**src/rtl/sm_pkg.sv**
```systemverilog
// Shared constants for the stack machine program loader: opcodes, frame sync byte,
// error codes and loader state encoding.
package sm_pkg;

    localparam int unsigned IMEM_W = 12;

    localparam logic [7:0] SM_SYNC = 8'hA5;

    localparam logic [3:0] OP_PUSHC   = 4'd0;
    localparam logic [3:0] OP_PUSHMEM = 4'd1;
    localparam logic [3:0] OP_POP     = 4'd2;
    localparam logic [3:0] OP_J       = 4'd3;
    localparam logic [3:0] OP_JZ      = 4'd4;
    localparam logic [3:0] OP_JS      = 4'd5;
    localparam logic [3:0] OP_ADD     = 4'd6;
    localparam logic [3:0] OP_SUB     = 4'd7;

    localparam logic [1:0] ERR_NONE = 2'd0;
    localparam logic [1:0] ERR_LEN  = 2'd1;
    localparam logic [1:0] ERR_OP   = 2'd2;
    localparam logic [1:0] ERR_CSUM = 2'd3;

    typedef enum logic [2:0] {
        HUNT,
        LEN,
        OP,
        VAL,
        CSUM,
        RELEASE
    } state_e;

endpackage

```
**src/rtl/sm_checksum.sv**
```systemverilog
// 8-bit wrapping frame checksum accumulator with a combinational
// "accumulator plus incoming byte is zero" check.
module sm_checksum (
    input  logic       clk,
    input  logic       rst,
    input  logic       i_clr,
    input  logic       i_add,
    input  logic [7:0] i_data,
    output logic       o_zero_c
);

    logic [7:0] r_acc;
    logic [7:0] w_sum;

    assign w_sum    = 8'(r_acc + i_data);
    assign o_zero_c = (w_sum == 8'h00);

    always_ff @(posedge clk) begin
        if (rst || i_clr) begin
            r_acc <= 8'h00;
        end else if (i_add) begin
            r_acc <= w_sum;
        end
    end

endmodule

```
**src/rtl/sm_program_loader.sv**
```systemverilog
// Framed byte-stream loader for the stack machine instruction memory; holds the
// machine in reset until a complete frame with a good checksum has been written.
module sm_program_loader
    import sm_pkg::*;
#(
    parameter int unsigned ADDR_W  = 5,
    parameter int unsigned DEPTH   = 32,
    parameter int unsigned NUM_OPS = 8,
    parameter logic [7:0]  SYNC    = SM_SYNC
) (
    input  logic              clk,
    input  logic              rst,
    input  logic [7:0]        in_data,
    input  logic              in_valid,
    output logic              in_ready,
    output logic              imem_we,
    output logic [ADDR_W-1:0] imem_addr,
    output logic [IMEM_W-1:0] imem_wdata,
    output logic              cpu_rstN,
    output logic              busy,
    output logic              done,
    output logic              err,
    output logic [1:0]        err_code
);

    localparam int unsigned CNT_W     = ADDR_W + 1;
    localparam logic [7:0]  DEPTH_B   = 8'(DEPTH);
    localparam logic [4:0]  NUM_OPS_B = 5'(NUM_OPS);

    state_e              r_state, w_state_d;
    logic [CNT_W-1:0]    r_cnt, w_cnt_d, w_cnt_inc;
    logic [CNT_W-1:0]    r_len, w_len_d;
    logic [3:0]          r_op, w_op_d;

    logic                r_in_ready, w_in_ready_d;
    logic                r_we, w_we_d;
    logic [ADDR_W-1:0]   r_addr, w_addr_d;
    logic [IMEM_W-1:0]   r_wdata, w_wdata_d;
    logic                r_cpu_rstn, w_cpu_rstn_d;
    logic                r_busy, w_busy_d;
    logic                r_done, w_done_d;
    logic                r_err, w_err_d;
    logic [1:0]          r_err_code, w_err_code_d;

    logic                w_xfer;
    logic                w_acc_clr;
    logic                w_acc_add;
    logic                w_csum_ok;

    assign w_xfer    = in_valid && r_in_ready;
    assign w_cnt_inc = r_cnt + CNT_W'(1);

    sm_checksum u_checksum (
        .clk      (clk),
        .rst      (rst),
        .i_clr    (w_acc_clr),
        .i_add    (w_acc_add),
        .i_data   (in_data),
        .o_zero_c (w_csum_ok)
    );

    // Next-state and next-output logic; nothing moves unless a byte transfers.
    always_comb begin
        w_state_d    = r_state;
        w_cnt_d      = r_cnt;
        w_len_d      = r_len;
        w_op_d       = r_op;
        w_we_d       = 1'b0;
        w_addr_d     = r_addr;
        w_wdata_d    = r_wdata;
        w_cpu_rstn_d = r_cpu_rstn;
        w_err_d      = r_err;
        w_err_code_d = r_err_code;
        w_acc_clr    = 1'b0;
        w_acc_add    = 1'b0;

        case (r_state)
            HUNT: begin
                if (w_xfer && (in_data == SYNC)) begin
                    w_state_d    = LEN;
                    w_cpu_rstn_d = 1'b0;
                    w_err_d      = 1'b0;
                    w_err_code_d = ERR_NONE;
                    w_acc_clr    = 1'b1;
                    w_cnt_d      = '0;
                end
            end
            LEN: begin
                if (w_xfer) begin
                    if ((in_data == 8'h00) || (in_data > DEPTH_B)) begin
                        w_state_d    = HUNT;
                        w_err_d      = 1'b1;
                        w_err_code_d = ERR_LEN;
                    end else begin
                        w_len_d   = CNT_W'(in_data);
                        w_acc_add = 1'b1;
                        w_state_d = OP;
                    end
                end
            end
            OP: begin
                if (w_xfer) begin
                    if ((in_data[7:4] != 4'h0) || ({1'b0, in_data[3:0]} >= NUM_OPS_B)) begin
                        w_state_d    = HUNT;
                        w_err_d      = 1'b1;
                        w_err_code_d = ERR_OP;
                    end else begin
                        w_op_d    = in_data[3:0];
                        w_acc_add = 1'b1;
                        w_state_d = VAL;
                    end
                end
            end
            VAL: begin
                if (w_xfer) begin
                    w_acc_add = 1'b1;
                    w_we_d    = 1'b1;
                    w_addr_d  = r_cnt[ADDR_W-1:0];
                    w_wdata_d = {r_op, in_data};
                    w_cnt_d   = w_cnt_inc;
                    w_state_d = (w_cnt_inc == r_len) ? CSUM : OP;
                end
            end
            CSUM: begin
                if (w_xfer) begin
                    if (w_csum_ok) begin
                        w_state_d = RELEASE;
                    end else begin
                        w_state_d    = HUNT;
                        w_err_d      = 1'b1;
                        w_err_code_d = ERR_CSUM;
                    end
                end
            end
            RELEASE: begin
                w_state_d    = HUNT;
                w_cpu_rstn_d = 1'b1;
            end
            default: begin
                w_state_d = HUNT;
            end
        endcase

        w_in_ready_d = (w_state_d != RELEASE);
        w_done_d     = (w_state_d == RELEASE);
        w_busy_d     = (w_state_d == LEN) || (w_state_d == OP) ||
                       (w_state_d == VAL) || (w_state_d == CSUM);
    end

    always_ff @(posedge clk) begin
        if (rst) begin
            r_state    <= HUNT;
            r_cnt      <= '0;
            r_len      <= '0;
            r_op       <= 4'h0;
            r_in_ready <= 1'b0;
            r_we       <= 1'b0;
            r_addr     <= '0;
            r_wdata    <= '0;
            r_cpu_rstn <= 1'b0;
            r_busy     <= 1'b0;
            r_done     <= 1'b0;
            r_err      <= 1'b0;
            r_err_code <= ERR_NONE;
        end else begin
            r_state    <= w_state_d;
            r_cnt      <= w_cnt_d;
            r_len      <= w_len_d;
            r_op       <= w_op_d;
            r_in_ready <= w_in_ready_d;
            r_we       <= w_we_d;
            r_addr     <= w_addr_d;
            r_wdata    <= w_wdata_d;
            r_cpu_rstn <= w_cpu_rstn_d;
            r_busy     <= w_busy_d;
            r_done     <= w_done_d;
            r_err      <= w_err_d;
            r_err_code <= w_err_code_d;
        end
    end

    assign in_ready   = r_in_ready;
    assign imem_we    = r_we;
    assign imem_addr  = r_addr;
    assign imem_wdata = r_wdata;
    assign cpu_rstN   = r_cpu_rstn;
    assign busy       = r_busy;
    assign done       = r_done;
    assign err        = r_err;
    assign err_code   = r_err_code;

endmodule
```
**config.mk**
```make
export PLATFORM = sky130hd
export DESIGN_NAME = sm_program_loader
export DESIGN_NICKNAME = d
export VERILOG_FILES = /design/src/rtl/sm_pkg.sv /design/src/rtl/sm_checksum.sv /design/src/rtl/sm_program_loader.sv
export SDC_FILE = /design/constraint.sdc
export NUM_CORES = 1
export LEC_CHECK = 0
export CORE_AREA = 2 2 80 82
export CTS_CLUSTER_SIZE = 10
export DETAILED_ROUTE_END_ITERATION = 10
export DIE_AREA = 0 0 82 84
export GPL_ROUTABILITY_DRIVEN = 1
export PLACE_DENSITY_LB_ADDON = 0.25
export SLEW_MARGIN = 25
export SYNTH_ARGS = -nofsm -noshare
export SYNTH_HDL_FRONTEND = slang
export SYNTH_SLANG_ARGS = --single-unit
```
**constraint.sdc**
```tcl
create_clock -name clk -period 5.85 [get_ports clk]
set_clock_uncertainty 0.2 [all_clocks]
set_input_delay 1.17 -clock clk [delete_from_list [all_inputs] [get_ports clk]]
set_output_delay 1.17 -clock clk [all_outputs]
set_load 0.01 [all_outputs]
```
==> results.py, run 1 <==
metrics = {
    "layout": {
        "area_delta_synth_final_pct": 19.1,
        "design_area_um2": 3150,
        "utilization_pct": 51.6,
        "antenna_cells": 0,
        "nets": 376,
        "layout-drive-gt1-share_pct": 5.35,
    },
    "routing": {
        "wl_um": 6020,
        "ant_nets": 0,
        "drcViolationCount": 0,
        "via_per_inst": 5.39,
        "drtIter0Drc": 134,
        "dr.pass1.iters": 4,
        "num_vias": 2329,
        "drt-wirelength-per-cell_um": 13.9,
    },
    "sta": {
        "setup_ws_ns": 2.08,
        "rsz0062_at_grt": "false",
        "hold_ws_ns": 0.250,
        "worst_pin_slew_ns": 0.929,
        "fin_tns_setup_ns": 0,
        "setup_viol": 0,
        "hold_violations": 0,
        "fmax_mhz": 265,
        "min_period_ns": 3.77,
        "timing.final.crit_share_pct": 64.5,
        "slew_headroom_pct": 37.9,
        "slew_violations": 0,
    },
    "logic_synthesis": {
        "netlist_instances": 326,
        "avgSynthCellArea_um2": 8.11,
        "yosys.area.top_type": "dfxtp_1",
        "synth-edff-count": 0,
        "netlist_top_cells_area": "dfxtp_1 39%, a21oi_1 7.8%, nand2_1 6.8%, nor2_1 5.0%, ha_1 3.8%",
        "syn_nets": 346,
        "synth_top_cell_area_share_pct": 39.4,
        "synth-async-reset-ratio_pct": 0,
        "synth_top_flop_cell": "dfxtp_1",
        "synth.distinct_cells": 47,
        "netlist_area_um2": 2640,
        "ys_seq_area_share_pct": 39.4,
        "synth_seq_cells": 52,
        "yosysWarnings": 0,
    },
    "setup_path": {
        "crit_family": "compound AO/OA/AOI/OAI gates",
        "cp_cell_sequence": "clkdlybuf4s50_1 > ha_1 > inv_1 > fa_1 > nand2b_1 > a2111o_1 > o311ai_0 > nor2_1 > a31oi_1 > a21oi_1",
        "crit_path_end_kind": "flip-flop",
        "critPathRequiredTime_ns": 5.82,
        "timing.critical_path.buf_inv": 2,
        "critPathMaxStageDelay_ns": 0.65,
        "cp-start-kind": "input pin",
        "crit_arrival_ns": 3.74,
        "path_class": "input pin to flip-flop",
        "crit_slowest_cell": "clkdlybuf4s50_1",
        "crit_fanout": 7,
    },
    "hold_path": {
        "hp-class": "flip-flop to flip-flop",
    },
    "clock_tree": {
        "clk_latency_ns": 0.30,
        "htree_num_levels": 2,
        "tritoncts": "done",
        "clk_pin_slew_ns": 0.09,
        "cts-root-buf": "clkbuf_8",
        "numCtsBuffers": 5,
        "post_cts_resize_count": 0,
        "clockBufferDepth": 2,
        "hold_buffers": 0,
        "cts_sinks": 52,
        "post_cts_buffers": 0,
    },
    "job": {
        "cap_violations": 0,
    },
    "power_and_ir_drop": {
        "p_clk_share_pct": 37.1,
        "p_comb_share_pct": 6.6,
        "swShare_pct": 21.7,
        "power.internal_mw": 0.492,
        "p_leak_nw": 1.10,
        "power_density_nw_per_um2": 200,
        "seqPwrFrac_pct": 56.3,
        "p_switching_mw": 0.137,
        "peakVddDrop_v": 0.000154,
    },
    "placed_design": {
        "gp_congestion": 0.860,
        "numPortBuffers": 35,
        "post_dp_cell_area_um2": 3050,
        "dp_hpwl_um": 4340,
        "place_ws_ns": 1.78,
    },
    "floorplan": {
        "core-area_um2": 6100,
        "die_w_um": 82,
        "io_pins": 36,
        "die_area_um2": 6890,
        "start_util_pct": 43.4,
        "fp-row-count": 29,
        "die_height_um": 84,
    },
    "global_routing": {
        "grt_pass1_vias": 2195,
        "grt_first_pass_wirelength_um": 10100,
        "grt_usage_pct": 18.3,
        "grt_max_degree": 45,
        "antenna_found_initial": 0,
        "overflow": 0,
    },
    "outcome": {
        "status": "finished, final reports clean",
    },
}
## per-stage QoR
stage / cells / total power, mW
global route: 432 / 0.647
detailed placement: 426 / 0.403
floorplan: 326 / 0.385
global placement: 426 / 0.403
CTS: 432 / 0.634
finish: 432 / 0.629
## worst reg2reg max path, cell delays in order (launching register included)
cell and delay (ns):
dfxtp_1 0.35, ha_1 0.20, inv_1 0.06, fa_1 0.39, nand2b_1 0.19, a2111o_1 0.37, o311ai_0 0.17, nor2_1 0.21
a31oi_1 0.21, a21oi_1 0.08
## cells in the final DEF (no fill, tap or decap), types with 2 or more instances in the layout
cell	synthesis	layout
inv_1	10	10
nand4_1	3	3
nor2b_1	3	3
clkbuf_8	0	5
a21oi_1	41	41
and2_1	3	3
o21ai_0	11	11
clkdlybuf4s50_1	0	35
nor3b_1	3	3
dfxtp_1	52	52
o2111ai_1	2	2
nand2b_1	4	4
a221oi_1	2	2
nand3_1	8	8
and3_1	4	4
or3_1	4	4
or2_2	5	5
xor2_1	4	4
a211oi_1	4	4
a21boi_0	2	2
ha_1	8	8
nor3_1	7	7
a31oi_1	7	7
nand3b_1	3	3
nor2_1	35	35
xnor2_1	8	8
nand2_1	48	48
mux2_4	2	2
mux2i_1	9	9
nor4_1	3	3
## worst paths after layout
path	startpoint	endpoint	slack, ns	cells after the start
setup reg to reg	u_checksum.r_acc[0]$_SDFFE_PP0P_	err_code[0]$_SDFFE_PP0P_	3.31	9
hold reg to reg	r_op[3]$_SDFFE_PP0P_	imem_wdata[11]$_SDFFE_PP0P_	0.25	2
hold / removal	r_op[3]$_SDFFE_PP0P_	imem_wdata[11]$_SDFFE_PP0P_	0.25	2
setup / recovery	in_data[0]	err_code[0]$_SDFFE_PP0P_	2.08	10
## cell families (layout without fill, tap and decap cells)
kind of cell / after synthesis / after routing / share of synthesized area (%)
and+or+nand+nor: 137 / 137 / 25.1
AOI/OAI and AO/OA: 82 / 82 / 19.2
DFF: 52 / 52 / 39.4
buffers and inverters: 23 / 52 / 3.27
xor gates and xnor gates: 12 / 12 / 3.98
muxes: 11 / 11 / 4.54
adders and majority gates: 9 / 9 / 4.54
## flip-flops by register name (all words and copies together) (netlist names), 2 cells and up
signal	flops
u_checksum.r_acc	8
imem_wdata	12
r_cnt	6
r_len	6
imem_addr	5
r_op	4
r_state	3
err_code	2
## synth_stat cells, types with 4 or more instances
library cell,n
a211oi_1,4
xor2_1,4
mux2i_1,9
or2_2,5
o21ai_0,11
nor2_1,35
clkbuf_1,13
a21oi_1,41
nand2_1,48
xnor2_1,8
or3_1,4
dfxtp_1,52
nand2b_1,4
and3_1,4
ha_1,8
a31oi_1,7
inv_1,10
nand3_1,8
nor3_1,7
## layout make-up
type	instances	area, um^2
fillers	622	2950
multi-input cells	251	1520
flip-flops and latches	52	1040
repair buffers	36	358
well taps	77	96.3
clock buffers	5	68.8
inverters	10	37.5
clock inverters	1	30.0
## power groups by stage
stage               registers [mW]  logic (mW)  clock network [mW]
global route                 0.354      0.0453               0.247
global placement             0.363      0.0404                   0
CTS                          0.354      0.0410               0.239
finish                       0.354      0.0414               0.233
floorplan                    0.363      0.0219                   0
detailed placement           0.363      0.0408                   0
## metal layers
| metal | part of all wire (%) | global-route usage [%] |
|---|---|---|
| met5 | 0 | 0 |
| met4 | 1.1 | 4.24 |
| met3 | 3.4 | 3.03 |
| met2 | 45 | 29.6 |
| met1 | 50 | 25.3 |
No activity file was read; power rests on OpenSTA's default activity.
==> run 2: changes to the inputs <==
clock period = 3.65 ns   (was 5.85 ns; I/O delays follow)
==> run 2 against run 1 <==
Against the previous run:
- critical path type unchanged
- first-iteration DRC count up 9.0%
- critical path depth is the same
- clock power up 48%
- wire length up 5.0%
- sequential share of layout area shrank 0.72 points
- hold slack better by 0.0054 ns
- cell count increased by 2.8%
- die area is the same
- worst setup slack worse by 1.6 ns
- critical endpoint is now err_code[1]$_SDFFE_PP0P_
- global-route usage grew 1.7 points
==> results.py, run 2 (synthesis gave the netlist of run 1 again) <==
metrics = {
    "floorplan": {
        "io_pins": 36,
        "fp-row-count": 29,
        "die_w_um": 82,
        "die_height_um": 84,
        "start_util_pct": 43.4,
        "core-area_um2": 6100,
        "die_area_um2": 6890,
    },
    "routing": {
        "via_per_inst": 5.39,
        "dr.pass1.iters": 4,
        "num_vias": 2395,
        "wl_um": 6320,
        "drcViolationCount": 0,
        "ant_nets": 0,
        "drtIter0Drc": 146,
        "drt-wirelength-per-cell_um": 14.2,
    },
    "layout": {
        "layout-drive-gt1-share_pct": 8.17,
        "mostFrequentLayoutCells": "52 x dfxtp_1, 48 x nand2_1, 41 x a21oi_1, 35 x nor2_1, 35 x clkdlybuf4s50_1",
        "final_common_cell": "dfxtp_1",
        "nFillCells": 609,
        "design_area_um2": 3220,
        "utilization_pct": 52.8,
        "nets": 386,
        "largest_reg_flops": 12,
        "area_delta_synth_final_pct": 21.7,
        "antenna_cells": 0,
    },
    "setup_path": {
        "crit_path_end_kind": "flip-flop",
        "cp_cell_sequence": "clkdlybuf4s50_1 > ha_1 > inv_1 > fa_1 > nand2b_1 > a2111o_1 > o311ai_0 > nor2_1 > a31oi_1 > a21oi_1",
        "crit_arrival_ns": 3.12,
        "critPathRequiredTime_ns": 3.63,
        "crit_slowest_cell": "clkdlybuf4s50_1",
        "path_class": "input pin to flip-flop",
        "critPathMaxStageDelay_ns": 0.51,
        "crit_fanout": 5,
        "cp-start-kind": "input pin",
    },
    "sta": {
        "min_period_ns": 3.14,
        "slew_headroom_pct": 58.7,
        "setup_viol": 0,
        "hold_violations": 0,
        "timing.final.crit_share_pct": 86.1,
        "fmax_mhz": 318,
        "setup_ws_ns": 0.508,
        "fin_tns_setup_ns": 0,
        "rsz0062_at_grt": "false",
        "worst_pin_slew_ns": 0.614,
        "slew_violations": 0,
    },
    "clock_tree": {
        "numCtsBuffers": 5,
        "hold_buffers": 0,
        "cts_sinks": 52,
        "post_cts_resize_count": 0,
        "clk_latency_ns": 0.31,
        "post_cts_buffers": 0,
        "cts-root-buf": "clkbuf_8",
        "tritoncts": "done",
        "clockBufferDepth": 2,
        "clk_pin_slew_ns": 0.09,
        "htree_num_levels": 2,
    },
    "placed_design": {
        "numPortBuffers": 35,
        "gp_congestion": 0.890,
        "post_dp_cell_area_um2": 3120,
        "dp_hpwl_um": 4670,
        "place_ws_ns": 0.181,
    },
    "global_routing": {
        "antenna_found_initial": 0,
        "overflow": 0,
        "grt_max_degree": 44,
        "grt_first_pass_wirelength_um": 10900,
        "grt_pass1_vias": 2346,
        "grt_usage_pct": 20.0,
    },
    "power_and_ir_drop": {
        "p_leak_nw": 1.14,
        "power_density_nw_per_um2": 306,
        "peakVddDrop_v": 0.000216,
    },
    "job": {
        "cap_violations": 0,
    },
    "outcome": {
        "status": "finished, final reports clean",
    },
    "hold_path": {
        "hp-class": "flip-flop to flip-flop",
    },
}
## run 2: changes by cell type in the layout (fill, tap and decap cells not counted), sizes merged
| cell | change |
|---|---|
| clkbuf | +2 |
| clkinvlp | +1 |
| bufinv | -1 |
| buf | +10 |
## run 2: area by class of cell
class	instances	area [um^2]	share of cell area [%]
clock buffer	7	86.3	2.68
clock inverter	1	7.51	0.233
inverter	10	37.5	1.17
multi-input combinational	251	1520	47.1
sequential	52	1040	32.3
tap	77	96.3	2.99
timing repair buffer	46	433	13.5
## run 2: worst max-delay path: cells and delay by family
family / cells / cell delay [ns]
AND/OR/NAND/NOR: 2 / 0.40
buffers and inverters: 2 / 0.58
adder cells (fa/ha/maj): 2 / 0.61
AO/OA/AOI/OAI: 4 / 0.80
## run 2: where the power goes
part / total [mW] / switching (mW) / leakage (nW) / internal [mW]
Clock: 0.346 / 0.192 / 0.0445 / 0.155
Combinational: 0.0699 / 0.0426 / 0.674 / 0.0273
Sequential: 0.568 / 0.000445 / 0.419 / 0.567
Total: 0.984 / 0.235 / 1.14 / 0.749
## run 2: final timing paths
check                                                      start                       end  slack (ns)  cells past startpoint
worst max register to register  u_checksum.r_acc[0]$_SDFFE_PP0P_  err_code[1]$_SDFFE_PP0P_        1.10                      9
worst min register to register                  err$_SDFFE_PP0P_          err$_SDFFE_PP0P_        0.26                      2
worst min-delay path                            err$_SDFFE_PP0P_          err$_SDFFE_PP0P_        0.26                      2
worst max-delay path                                  in_data[0]  err_code[1]$_SDFFE_PP0P_        0.51                     10
## run 2: through the flow
step	instances	hold WS (ns)	power (mW)
floorplan	326	0.227	0.616
global placement	436	0.236	0.650
detailed placement	436	0.242	0.650
CTS	444	0.260	0.991
global route	444	0.271	1.02
finish	444	0.255	0.984
## run 2: per-layer routing
layer / GRT usage, % / vias to the layer above / wire length, um / share of wire, %
li1: - / 1231 / - / -
met1: 27.4 / 1107 / 3010 / 48
met2: 31.6 / 49 / 2970 / 47
met3: 3.46 / 8 / 252 / 4.0
met4: 6.21 / 0 / 85 / 1.3
met5: 0 / - / 0 / 0
